### src/rtl/load_store_unit_if.sv
`default_nettype none
// ============================================================================
// Module      : load_store_unit_if
// Description : Request/response and data-memory port bundle for the
//               load/store unit. The slave modport is the unit itself. The
//               master modport is its environment: the execute stage, the
//               response consumer and the memory.
// Revision    : 1.0 - initial release
// ============================================================================
interface load_store_unit_if;
  // execute-stage request
  logic        req_valid;
  logic        req_ready;
  logic        req_write;
  logic [2:0]  req_funct3;
  logic [31:0] req_addr;
  logic [31:0] req_wdata;
  // response to consumer
  logic        resp_valid;
  logic        resp_ready;
  logic [31:0] resp_rdata;
  logic [1:0]  resp_error;
  // data memory port
  logic [31:0] mem_address;
  logic [31:0] mem_write_data;
  logic [3:0]  mem_byte_enable;
  logic        mem_write_enable;
  logic [31:0] mem_read_data;

  modport master (
    output req_valid, req_write, req_funct3, req_addr, req_wdata,
    output resp_ready, mem_read_data,
    input  req_ready, resp_valid, resp_rdata, resp_error,
    input  mem_address, mem_write_data, mem_byte_enable, mem_write_enable
  );

  modport slave (
    input  req_valid, req_write, req_funct3, req_addr, req_wdata,
    input  resp_ready, mem_read_data,
    output req_ready, resp_valid, resp_rdata, resp_error,
    output mem_address, mem_write_data, mem_byte_enable, mem_write_enable
  );
endinterface
`default_nettype wire

### src/rtl/load_store_unit.sv
`default_nettype none
// ============================================================================
// Module      : load_store_unit
// Description : Single-outstanding load/store controller for a word-addressed,
//               byte-enabled data memory. It checks the width code, the
//               alignment and the address range. It lane-shifts store data,
//               extracts and extends load data, and returns a registered
//               response that carries an error code.
// Revision    : 1.0 - initial release
// ============================================================================
module load_store_unit #(
  parameter int WORDS = 128
) (
  input  wire logic       clk,
  input  wire logic       nrst,
  load_store_unit_if.slave bus
);

  localparam logic [32:0] ADDR_LIMIT = 33'(WORDS) * 33'd4;

  localparam logic [1:0] ERR_OK    = 2'b00;
  localparam logic [1:0] ERR_ALIGN = 2'b01;
  localparam logic [1:0] ERR_RANGE = 2'b10;
  localparam logic [1:0] ERR_FUNCT = 2'b11;

  typedef enum logic [1:0] {
    IDLE   = 2'd0,
    ACCESS = 2'd1,
    RESP   = 2'd2
  } state_t;

  state_t      state, state_next;

  // captured request fields
  logic        write_q;
  logic [2:0]  funct3_q;
  logic [31:0] addr_q;
  logic [31:0] wdata_q;
  // registered response
  logic [31:0] rdata_q;
  logic [1:0]  error_q;

  logic [1:0]  req_error;
  logic        illegal;
  logic        misaligned;
  logic        out_of_range;
  logic [3:0]  lane_be;
  logic [31:0] lane_wdata;
  logic [31:0] shifted;
  logic [31:0] load_data;

  // Classify the incoming request: an illegal width code wins over
  // misalignment, and misalignment wins over the range check.
  always_comb begin
    illegal      = (bus.req_funct3 == 3'b011) || (bus.req_funct3 == 3'b110) ||
                   (bus.req_funct3 == 3'b111) || (bus.req_funct3[2] && bus.req_write);
    misaligned   = ((bus.req_funct3[1:0] == 2'b01) && bus.req_addr[0]) ||
                   ((bus.req_funct3[1:0] == 2'b10) && (bus.req_addr[1:0] != 2'b00));
    out_of_range = ({1'b0, bus.req_addr} >= ADDR_LIMIT);
    req_error    = ERR_OK;
    if (illegal) begin
      req_error = ERR_FUNCT;
    end else if (misaligned) begin
      req_error = ERR_ALIGN;
    end else if (out_of_range) begin
      req_error = ERR_RANGE;
    end
  end

  // Compute the byte enables and the replicated store data. Both come only
  // from the captured fields, so no req_* path reaches the memory port.
  always_comb begin
    lane_be    = 4'b1111;
    lane_wdata = wdata_q;
    case (funct3_q[1:0])
      2'b00: begin
        lane_be    = 4'b0001 << addr_q[1:0];
        lane_wdata = {4{wdata_q[7:0]}};
      end
      2'b01: begin
        lane_be    = 4'b0011 << addr_q[1:0];
        lane_wdata = {2{wdata_q[15:0]}};
      end
      default: begin
        lane_be    = 4'b1111;
        lane_wdata = wdata_q;
      end
    endcase
  end

  // Bring the addressed lane down to bit 0, then sign- or zero-extend it.
  always_comb begin
    shifted   = bus.mem_read_data >> {addr_q[1:0], 3'b000};
    load_data = shifted;
    case (funct3_q)
      3'b000:  load_data = {{24{shifted[7]}}, shifted[7:0]};
      3'b001:  load_data = {{16{shifted[15]}}, shifted[15:0]};
      3'b100:  load_data = {24'd0, shifted[7:0]};
      3'b101:  load_data = {16'd0, shifted[15:0]};
      default: load_data = shifted;
    endcase
  end

  // State register. Because reset is asynchronous, mem_write_enable drops
  // as soon as reset asserts during an access.
  always_ff @(posedge clk or negedge nrst) begin
    if (!nrst) begin
      state <= IDLE;
    end else begin
      state <= state_next;
    end
  end

  // Next-state logic, plus the handshake and memory-port outputs decoded
  // from the state.
  always_comb begin
    state_next           = state;
    bus.req_ready        = 1'b0;
    bus.resp_valid       = 1'b0;
    bus.mem_address      = 32'd0;
    bus.mem_write_data   = 32'd0;
    bus.mem_byte_enable  = 4'd0;
    bus.mem_write_enable = 1'b0;
    case (state)
      IDLE: begin
        bus.req_ready = 1'b1;
        if (bus.req_valid) begin
          state_next = (req_error == ERR_OK) ? ACCESS : RESP;
        end
      end
      ACCESS: begin
        bus.mem_address      = {addr_q[31:2], 2'b00};
        bus.mem_write_data   = lane_wdata;
        bus.mem_byte_enable  = lane_be;
        bus.mem_write_enable = write_q;
        state_next           = RESP;
      end
      RESP: begin
        bus.resp_valid = 1'b1;
        if (bus.resp_ready) begin
          state_next = IDLE;
        end
      end
      default: state_next = IDLE;
    endcase
  end

  // Capture the request on acceptance and latch load data at the end of
  // the access. The response fields stay frozen while waiting in RESP.
  always_ff @(posedge clk or negedge nrst) begin
    if (!nrst) begin
      write_q  <= 1'b0;
      funct3_q <= 3'd0;
      addr_q   <= 32'd0;
      wdata_q  <= 32'd0;
      rdata_q  <= 32'd0;
      error_q  <= ERR_OK;
    end else begin
      case (state)
        IDLE: begin
          if (bus.req_valid) begin
            write_q  <= bus.req_write;
            funct3_q <= bus.req_funct3;
            addr_q   <= bus.req_addr;
            wdata_q  <= bus.req_wdata;
            rdata_q  <= 32'd0;
            error_q  <= req_error;
          end
        end
        ACCESS: begin
          if (!write_q) begin
            rdata_q <= load_data;
          end
        end
        default: ;
      endcase
    end
  end

  assign bus.resp_rdata = rdata_q;
  assign bus.resp_error = error_q;

endmodule
`default_nettype wire

### src/flat_wrapper.sv
// flat-port wrapper written by rule: the top's interface ports become plain ports
module load_store_unit_flat 
#(
  parameter int WORDS = 128
)
  (clk, nrst, bus_req_valid, bus_req_write, bus_req_funct3, bus_req_addr, bus_req_wdata, bus_resp_ready, bus_mem_read_data, bus_req_ready, bus_resp_valid, bus_resp_rdata, bus_resp_error, bus_mem_address, bus_mem_write_data, bus_mem_byte_enable, bus_mem_write_enable);
  load_store_unit_if bus_i ();
  input  wire logic clk;
  input  wire logic nrst;
  input wire logic [$bits(bus_i.req_valid)-1:0] bus_req_valid;
  input wire logic [$bits(bus_i.req_write)-1:0] bus_req_write;
  input wire logic [$bits(bus_i.req_funct3)-1:0] bus_req_funct3;
  input wire logic [$bits(bus_i.req_addr)-1:0] bus_req_addr;
  input wire logic [$bits(bus_i.req_wdata)-1:0] bus_req_wdata;
  input wire logic [$bits(bus_i.resp_ready)-1:0] bus_resp_ready;
  input wire logic [$bits(bus_i.mem_read_data)-1:0] bus_mem_read_data;
  output wire logic [$bits(bus_i.req_ready)-1:0] bus_req_ready;
  output wire logic [$bits(bus_i.resp_valid)-1:0] bus_resp_valid;
  output wire logic [$bits(bus_i.resp_rdata)-1:0] bus_resp_rdata;
  output wire logic [$bits(bus_i.resp_error)-1:0] bus_resp_error;
  output wire logic [$bits(bus_i.mem_address)-1:0] bus_mem_address;
  output wire logic [$bits(bus_i.mem_write_data)-1:0] bus_mem_write_data;
  output wire logic [$bits(bus_i.mem_byte_enable)-1:0] bus_mem_byte_enable;
  output wire logic [$bits(bus_i.mem_write_enable)-1:0] bus_mem_write_enable;
  assign bus_i.req_valid = bus_req_valid;
  assign bus_i.req_write = bus_req_write;
  assign bus_i.req_funct3 = bus_req_funct3;
  assign bus_i.req_addr = bus_req_addr;
  assign bus_i.req_wdata = bus_req_wdata;
  assign bus_i.resp_ready = bus_resp_ready;
  assign bus_i.mem_read_data = bus_mem_read_data;
  assign bus_req_ready = bus_i.req_ready;
  assign bus_resp_valid = bus_i.resp_valid;
  assign bus_resp_rdata = bus_i.resp_rdata;
  assign bus_resp_error = bus_i.resp_error;
  assign bus_mem_address = bus_i.mem_address;
  assign bus_mem_write_data = bus_i.mem_write_data;
  assign bus_mem_byte_enable = bus_i.mem_byte_enable;
  assign bus_mem_write_enable = bus_i.mem_write_enable;
  load_store_unit #(.WORDS(WORDS)) u_core (.clk(clk), .nrst(nrst), .bus(bus_i));
endmodule
### config.mk
export PLATFORM = sky130hd
export DESIGN_NAME = load_store_unit_flat
export DESIGN_NICKNAME = d
export VERILOG_FILES = /design/src/rtl/load_store_unit_if.sv /design/src/rtl/load_store_unit.sv /design/src/flat_wrapper.sv
export SDC_FILE = /design/constraint.sdc
export NUM_CORES = 1
export LEC_CHECK = 0
export ABC_AREA = 1
export CAP_MARGIN = 20
export CORE_MARGIN = 5
export CORE_UTILIZATION = 25
export CTS_BUF_LIST = sky130_fd_sc_hd__clkbuf_4
export CTS_CLUSTER_SIZE = 20
export DETAILED_ROUTE_END_ITERATION = 16
export PLACE_DENSITY = 0.59
export SLEW_MARGIN = 20
export SYNTH_ARGS = -nofsm -noshare
export SYNTH_HDL_FRONTEND = slang
export SYNTH_SLANG_ARGS = --single-unit
### constraint.sdc
create_clock -name clk -period 1.7 [get_ports clk]
set_input_delay 0.255 -clock clk [delete_from_list [all_inputs] [get_ports clk]]
set_output_delay 0.255 -clock clk [all_outputs]
set_load 0.005 [all_outputs]
==> qor.csv, run 1 <==
metric;value;unit
outcome;finished, violations left;
violations;setup timing;
rsz0062_at_grt;true;
place_congestion;0.861;
hold_ws;0.183;ns
yosysSeqAreaShare;47.6;%
worstPathArrival;1.72;ns
routed-via-count;5705;
htree_levels;3;
fill_cells;2332;
finalMaxSlewViolations;0;
drv_cap;0;
final_cell_count_no_fill;1279;
initial_core_util;25.2;%
p_comb_share;31.6;%
crit_fanout;4;
hold_class;in -> async;
r2r-start;u_core.addr_q[0];
cts_tree;yes;
antenna_found_initial;0;
die_h;158;um
grt_usage;15.6;%
synthDominantCellAreaShare;47.6;%
worstSetupStartpointType;register;
synth_area_leaders;dfrtp_1, nand2_1, o21ai_0;
pwr_density_cell;811;nW/um2
p_int;4.48;mW
swShare;35.0;%
nets;1098;
cts_root_buffer;clkbuf_4;
fp.dieW;158;um
io_pins;209;
startpoint;u_core.state[1];
ir_worst_vdd;0.452;mV
busiest_layer;met2;
hpwlAfterDp;14.2;mm
io_buffers;206;
synth.distinct_cells;27;
final.setup.worst_slack;-0.275;ns
synth_top_cell_by_area;dfrtp_1;
syn_inst;758;
end_kind;output port;
p_clk_share;24.3;%
insertion_delay;0.48;ns
cts_buffer_depth;2;
grt_use_met2;25.0;%
critPathKind;reg -> out;
register_area;2600;um2
worstPathRequired;1.44;ns
p_total;6.90;mW
hold_viol;0;
power.switching;2.42;mW
routed_via_density;4.46;
drive_above_1_share;21.4;%
place_inst;1231;
ys_ff_latch;104;
fin_crit_sh;116;%
grt_pass1_vias;5530;
postLayoutCoreUtil;39.2;%
first_pass_iters;5;
antenna_left;0;
drc;0;
syn_area_per_cell;7.21;um2
grt_pass1_wl;30.4;mm
min_period;1.98;ns
placed_area;7980;um2
diodes;0;
syn_area;5470;um2
skew;0.0146;ns
grt_use_met1;20.7;%
final_cell_area;8510;um2
syn2layout_area_growth;55.7;%
power_frac_seq;44.1;%
finalSetupTns;-10.28;ns
ys_warn_count;0;
met3_usage;3.94;%
setup_viol;67;
grt_overflow;0;
die-area;24900;um2
cts_buffers;9;
leakagePower;4.47;nW
core;21700;um2
clock.fmax;506;MHz
dp_slack;-0.186;ns
row_count;54;
clock_sinks;104;
postRouteWirelength;19.9;mm
drt-wirelength-per-cell;15.6;um
grt_max_degree;58;
drt_iter0_markers;312;
cts.clk_slew.worst_paths;0.17;ns
multiInputGateArea;2600;um2
[logic make-up after synthesis]
kind of cell           share of synthesized area (%)
buffers and inverters                           9.29
AOI/OAI and AO/OA                               12.8
DFF                                             47.6
other                                         0.0686
and+or+nand+nor                                 30.2
[worst paths after layout]
path,end,slack [ns],cells after the start
worst max-delay path,bus_mem_byte_enable[3],-0.28,6
worst min-delay path,u_core.bus.resp_rdata[2],0.18,2
min in group clk,u_core.wdata_q[23],0.29,3
worst max register to register,u_core.bus.resp_rdata[22],0.02,7
worst min register to register,u_core.bus.resp_rdata[30],0.49,2
max in group asynchronous,u_core.wdata_q[10],0.95,3
[registers in the layout, indices dropped and copies added, names as in the netlist]
name and cells:
u_core.addr_q 32, u_core.bus.resp_rdata 32, u_core.wdata_q 32, u_core.funct3_q 3, u_core.bus.resp_error 2, u_core.state 2
u_core.write_q 1
[routing by layer]
| metal | routed length (um) | up-vias | part of all wire (%) |
|---|---|---|---|
| met3 | 1600 | 22 | 8.0 |
| met1 | 8560 | 2651 | 43 |
| met2 | 9320 | 192 | 47 |
| met5 | 0 | - | 0 |
| met4 | 429 | 0 | 2.2 |
| li1 | - | 2840 | - |
[power by group through the flow]
stage                     Combinational, mW  Clock, mW  Sequential [mW]
after floorplan                        1.22          0             2.99
after global placement                 1.94          0             3.05
after detailed placement               1.96          0             3.05
after CTS                              2.13       1.76             3.04
after global routing                   2.44       1.83             3.08
final                                  2.18       1.68             3.04
[cell usage in the layout (no fill, tap or decap), types with 3 or more instances in the layout]
master           synthesis  layout
nand3_1                 23      22
o21ai_2                  0      11
inv_6                    0       3
o22ai_1                  8       6
buf_12                   0      14
dlygate4sd2_1            0      11
buf_4                    6      46
nor2_1                  80      62
nand2_1                289     288
dfrtp_1                104     103
o21ai_4                  0       5
inv_1                   58      57
dlymetal6s2s_1           0      11
nor2_2                   2      18
nand2_2                  4       3
clkdlybuf4s50_1          0     114
clkbuf_4                 0       9
buf_2                   19      61
o21ai_1                 10      11
inv_2                    4       4
bufinv_16                0       4
clkdlybuf4s15_2          0       5
nor2_4                   2       4
o21ai_0                 72      55
o211ai_1                 7       7
a21oi_1                 37      34
[what timing repair did]
item                                   in CTS  in global routing
resized for setup                         359                 42
pin swaps                                  16                  5
hold buffers                                1                  0
setup endpoints to repair                  81                118
setup buffers                              13                 18
endpoints found under the hold margin     104                  0
cloned                                      4                  1
[cell type report]
class | count | area share, %
inverter | 66 | 3.42
clock buffer | 9 | 0.794
tap | 280 | 4.12
timing repair inverter | 1 | 0.103
multi-input combinational | 544 | 30.5
sequential | 104 | 30.6
timing repair buffer | 268 | 29.0
clock inverter | 7 | 1.48
[critical path: stages, from the launching register on]
cell and delay (ns):
dfrtp_1 0.44, nor2_4 0.18, inv_4 0.09, buf_4 0.15
buf_4 0.13, a21oi_4 0.13, buf_2 0.13
[cell usage after synthesis, drive strengths merged]
library cell and number:
nand3 26, buf 30, o211ai 7, clkbuf 15, nor3 2, nor2 85, conb 1, inv 65
dfrtp 104, o21ai 82, nor2b 1, a21oi 37, o22ai 8, clkinv 1, nand2 294
(Power assumes the default switching activity.)
==> run 2: changes to the inputs <==
--- a/config.mk
+++ b/config.mk
@@ -7,12 +7,14 @@
 export LEC_CHECK = 0
 export ABC_AREA = 1
 export CAP_MARGIN = 20
+export CORE_ASPECT_RATIO = 1.5
 export CORE_MARGIN = 5
 export CORE_UTILIZATION = 25
 export CTS_BUF_LIST = sky130_fd_sc_hd__clkbuf_4
 export CTS_CLUSTER_SIZE = 20
 export DETAILED_ROUTE_END_ITERATION = 16
 export PLACE_DENSITY = 0.59
+export SETUP_SLACK_MARGIN = 0.05
 export SLEW_MARGIN = 20
 export SYNTH_ARGS = -nofsm -noshare
 export SYNTH_HDL_FRONTEND = slang
==> run 2 against run 1 <==
Effect of this change:
- the run still ends with setup timing left
- die area grew 0.24%
- largest cell class is now multi-input gates
- via count shrank 0.96%
- setup slack lost 0.0055 ns
- sequential share of layout area shrank 0.21 points
- flip-flop and latch count is the same
- count of clock-buffer cells in the layout is the same
- register-to-register slack gained 0.04 ns
- critical path depth grew 1
- non-clock buffer count shrank 3
- combinational power grew 12%
- cell count shrank 0.70%
- wire length grew 1.3%
==> qor.csv, run 2 (synthesized netlist as in run 1, its figures left out) <==
metric;value;unit
outcome;finished, violations left;
violations;setup timing;
initial_core_util;25.3;%
fill_cells;2320;
grt_overflow;0;
crit_end;bus_mem_write_data[28];
cts.clk_slew.worst_paths;0.18;ns
clock_sinks;104;
power.switching;2.56;mW
row_count;66;
cts_buffers;9;
ff2ff_setup_slack;0.06;ns
critPathKind;reg -> out;
skew;0.0238;ns
crit_family;buffers and inverters;
p_total;6.87;mW
worst_path_largest_cell_delay;0.43;ns
io_buffers;206;
hold_ws;0.228;ns
p_int;4.32;mW
clock.fmax;505;MHz
postLayoutCoreUtil;39.6;%
leakagePower;4.40;nW
drt-wirelength-per-cell;15.9;um
rsz0062_at_grt;true;
insertion_delay;0.48;ns
core;21600;um2
grt_pass1_wl;30.1;mm
routed_via_density;4.45;
crit_slowest_cell;dfrtp_1;
cts_buffer_depth;2;
multiInputGateArea;2740;um2
crit_buf_inv;5;
hpwlAfterDp;14.6;mm
r2r-start;u_core.funct3_q[1];
worstPathRequired;1.44;ns
crit_chain;buf_6 -> clkinv_8 -> buf_8 -> buf_12 -> o22ai_4 -> nor2_2 -> buf_2;
hold_class;in -> async;
p_clk_share;19.7;%
end_kind;output port;
drc;0;
ir_worst_vdd;0.371;mV
grt_usage;15.6;%
nets;1096;
hold_viol;0;
antenna_left;0;
finalMaxSlewViolations;0;
cts_root_buffer;clkbuf_4;
grt_max_degree;63;
min_period;1.98;ns
rr_worst_depth;11;
final_common_cell;nand2_1;
worstSetupStartpointType;register;
drv_cap;0;
finalSetupTns;-12.54;ns
fp.dieW;131;um
die-area;25000;um2
startpoint;u_core.funct3_q[1];
drt_iter0_markers;322;
syn2layout_area_growth;56.8;%
timing.rr.end;u_core.bus.resp_rdata[9];
setup_viol;67;
cp.depth;7;
register_area;2600;um2
routed-via-count;5650;
die_h;191;um
place_congestion;0.843;
swShare;37.2;%
pwr_density_cell;802;nW/um2
crit_fanout;7;
power_frac_seq;44.6;%
postRouteWirelength;20.2;mm
cts_tree;yes;
p_comb_share;35.7;%
drive_above_1_share;23.8;%
first_pass_iters;4;
worstPathArrival;1.73;ns
final_cell_mix;nand2_1, dfrtp_1, clkdlybuf4s50_1;
fin_crit_sh;117;%
grt_pass1_vias;5559;
final.setup.worst_slack;-0.281;ns
antenna_found_initial;1;
htree_levels;3;
io_pins;209;
==> run 2: what timing repair did <==
action                                  in CTS  in global routing
cloned                                       2                  2
pin swaps                                   17                 24
hold buffers                                 1                  0
buffers inserted                            18                  4
endpoints found under the setup margin     120                 95
gates resized for setup                    321                121
hold endpoints to repair                    27                  0
==> run 2: worst min-delay path by stage <==
stage | from | to | slack (ns) | cells after the start
2_1_floorplan | nrst | u_core.addr_q[0] | -0.04 | 0
3_3_place_gp | nrst | u_core.addr_q[8] | 0.23 | 1
3_5_place_dp | nrst | u_core.addr_q[8] | 0.23 | 1
4_1_cts | nrst | u_core.addr_q[8] | 0.20 | 2
5_1_grt | nrst | u_core.addr_q[8] | 0.22 | 2
6_report | nrst | u_core.addr_q[8] | 0.23 | 2
==> run 2: worst reg2reg max path, delay by kind of cell, from the launching register on <==
family                 cells  cell delay, ns
buffers and inverters      5            0.64
DFF                        1            0.45
and+or+nand+nor            6            0.51
==> run 2: layout make-up <==
| cell class | instances | area share, % |
|---|---|---|
| Sequential cell | 104 | 30.4 |
| Antenna cell | 1 | 0.0292 |
| Clock buffer | 9 | 0.788 |
| Inverter | 66 | 3.24 |
| Timing Repair Buffer | 265 | 28.8 |
| Tap cell | 272 | 3.97 |
| Clock inverter | 7 | 0.803 |
| Multi-Input combinational cell | 546 | 32.0 |
==> run 2: power by group through the flow <==
stage,Clock (mW),Combinational [mW],Sequential (mW)
floorplan,0,1.22,2.99
global placement,0,2.03,3.04
detailed placement,0,2.05,3.05
CTS,1.42,2.27,3.03
global route,1.50,2.71,3.11
finish,1.36,2.45,3.07
==> run 2: metal layers <==
layer	GRT usage, %	vias to the layer above	wire (um)
met2	27.6	156	10600
met4	5.50	0	376
met5	0	-	0
li1	-	2841	-
met1	18.6	2633	7920
met3	2.82	20	1230
==> run 2: stage by stage <==
step                cell area (um2)  std cells  setup WS (ns)
floorplan                      5470        759          0.348
global placement               8040       1227         -0.106
detailed placement             8040       1227         -0.146
CTS                            8310       1264         -0.314
global route                   8570       1270         -0.395
finish                         8570       1270         -0.281
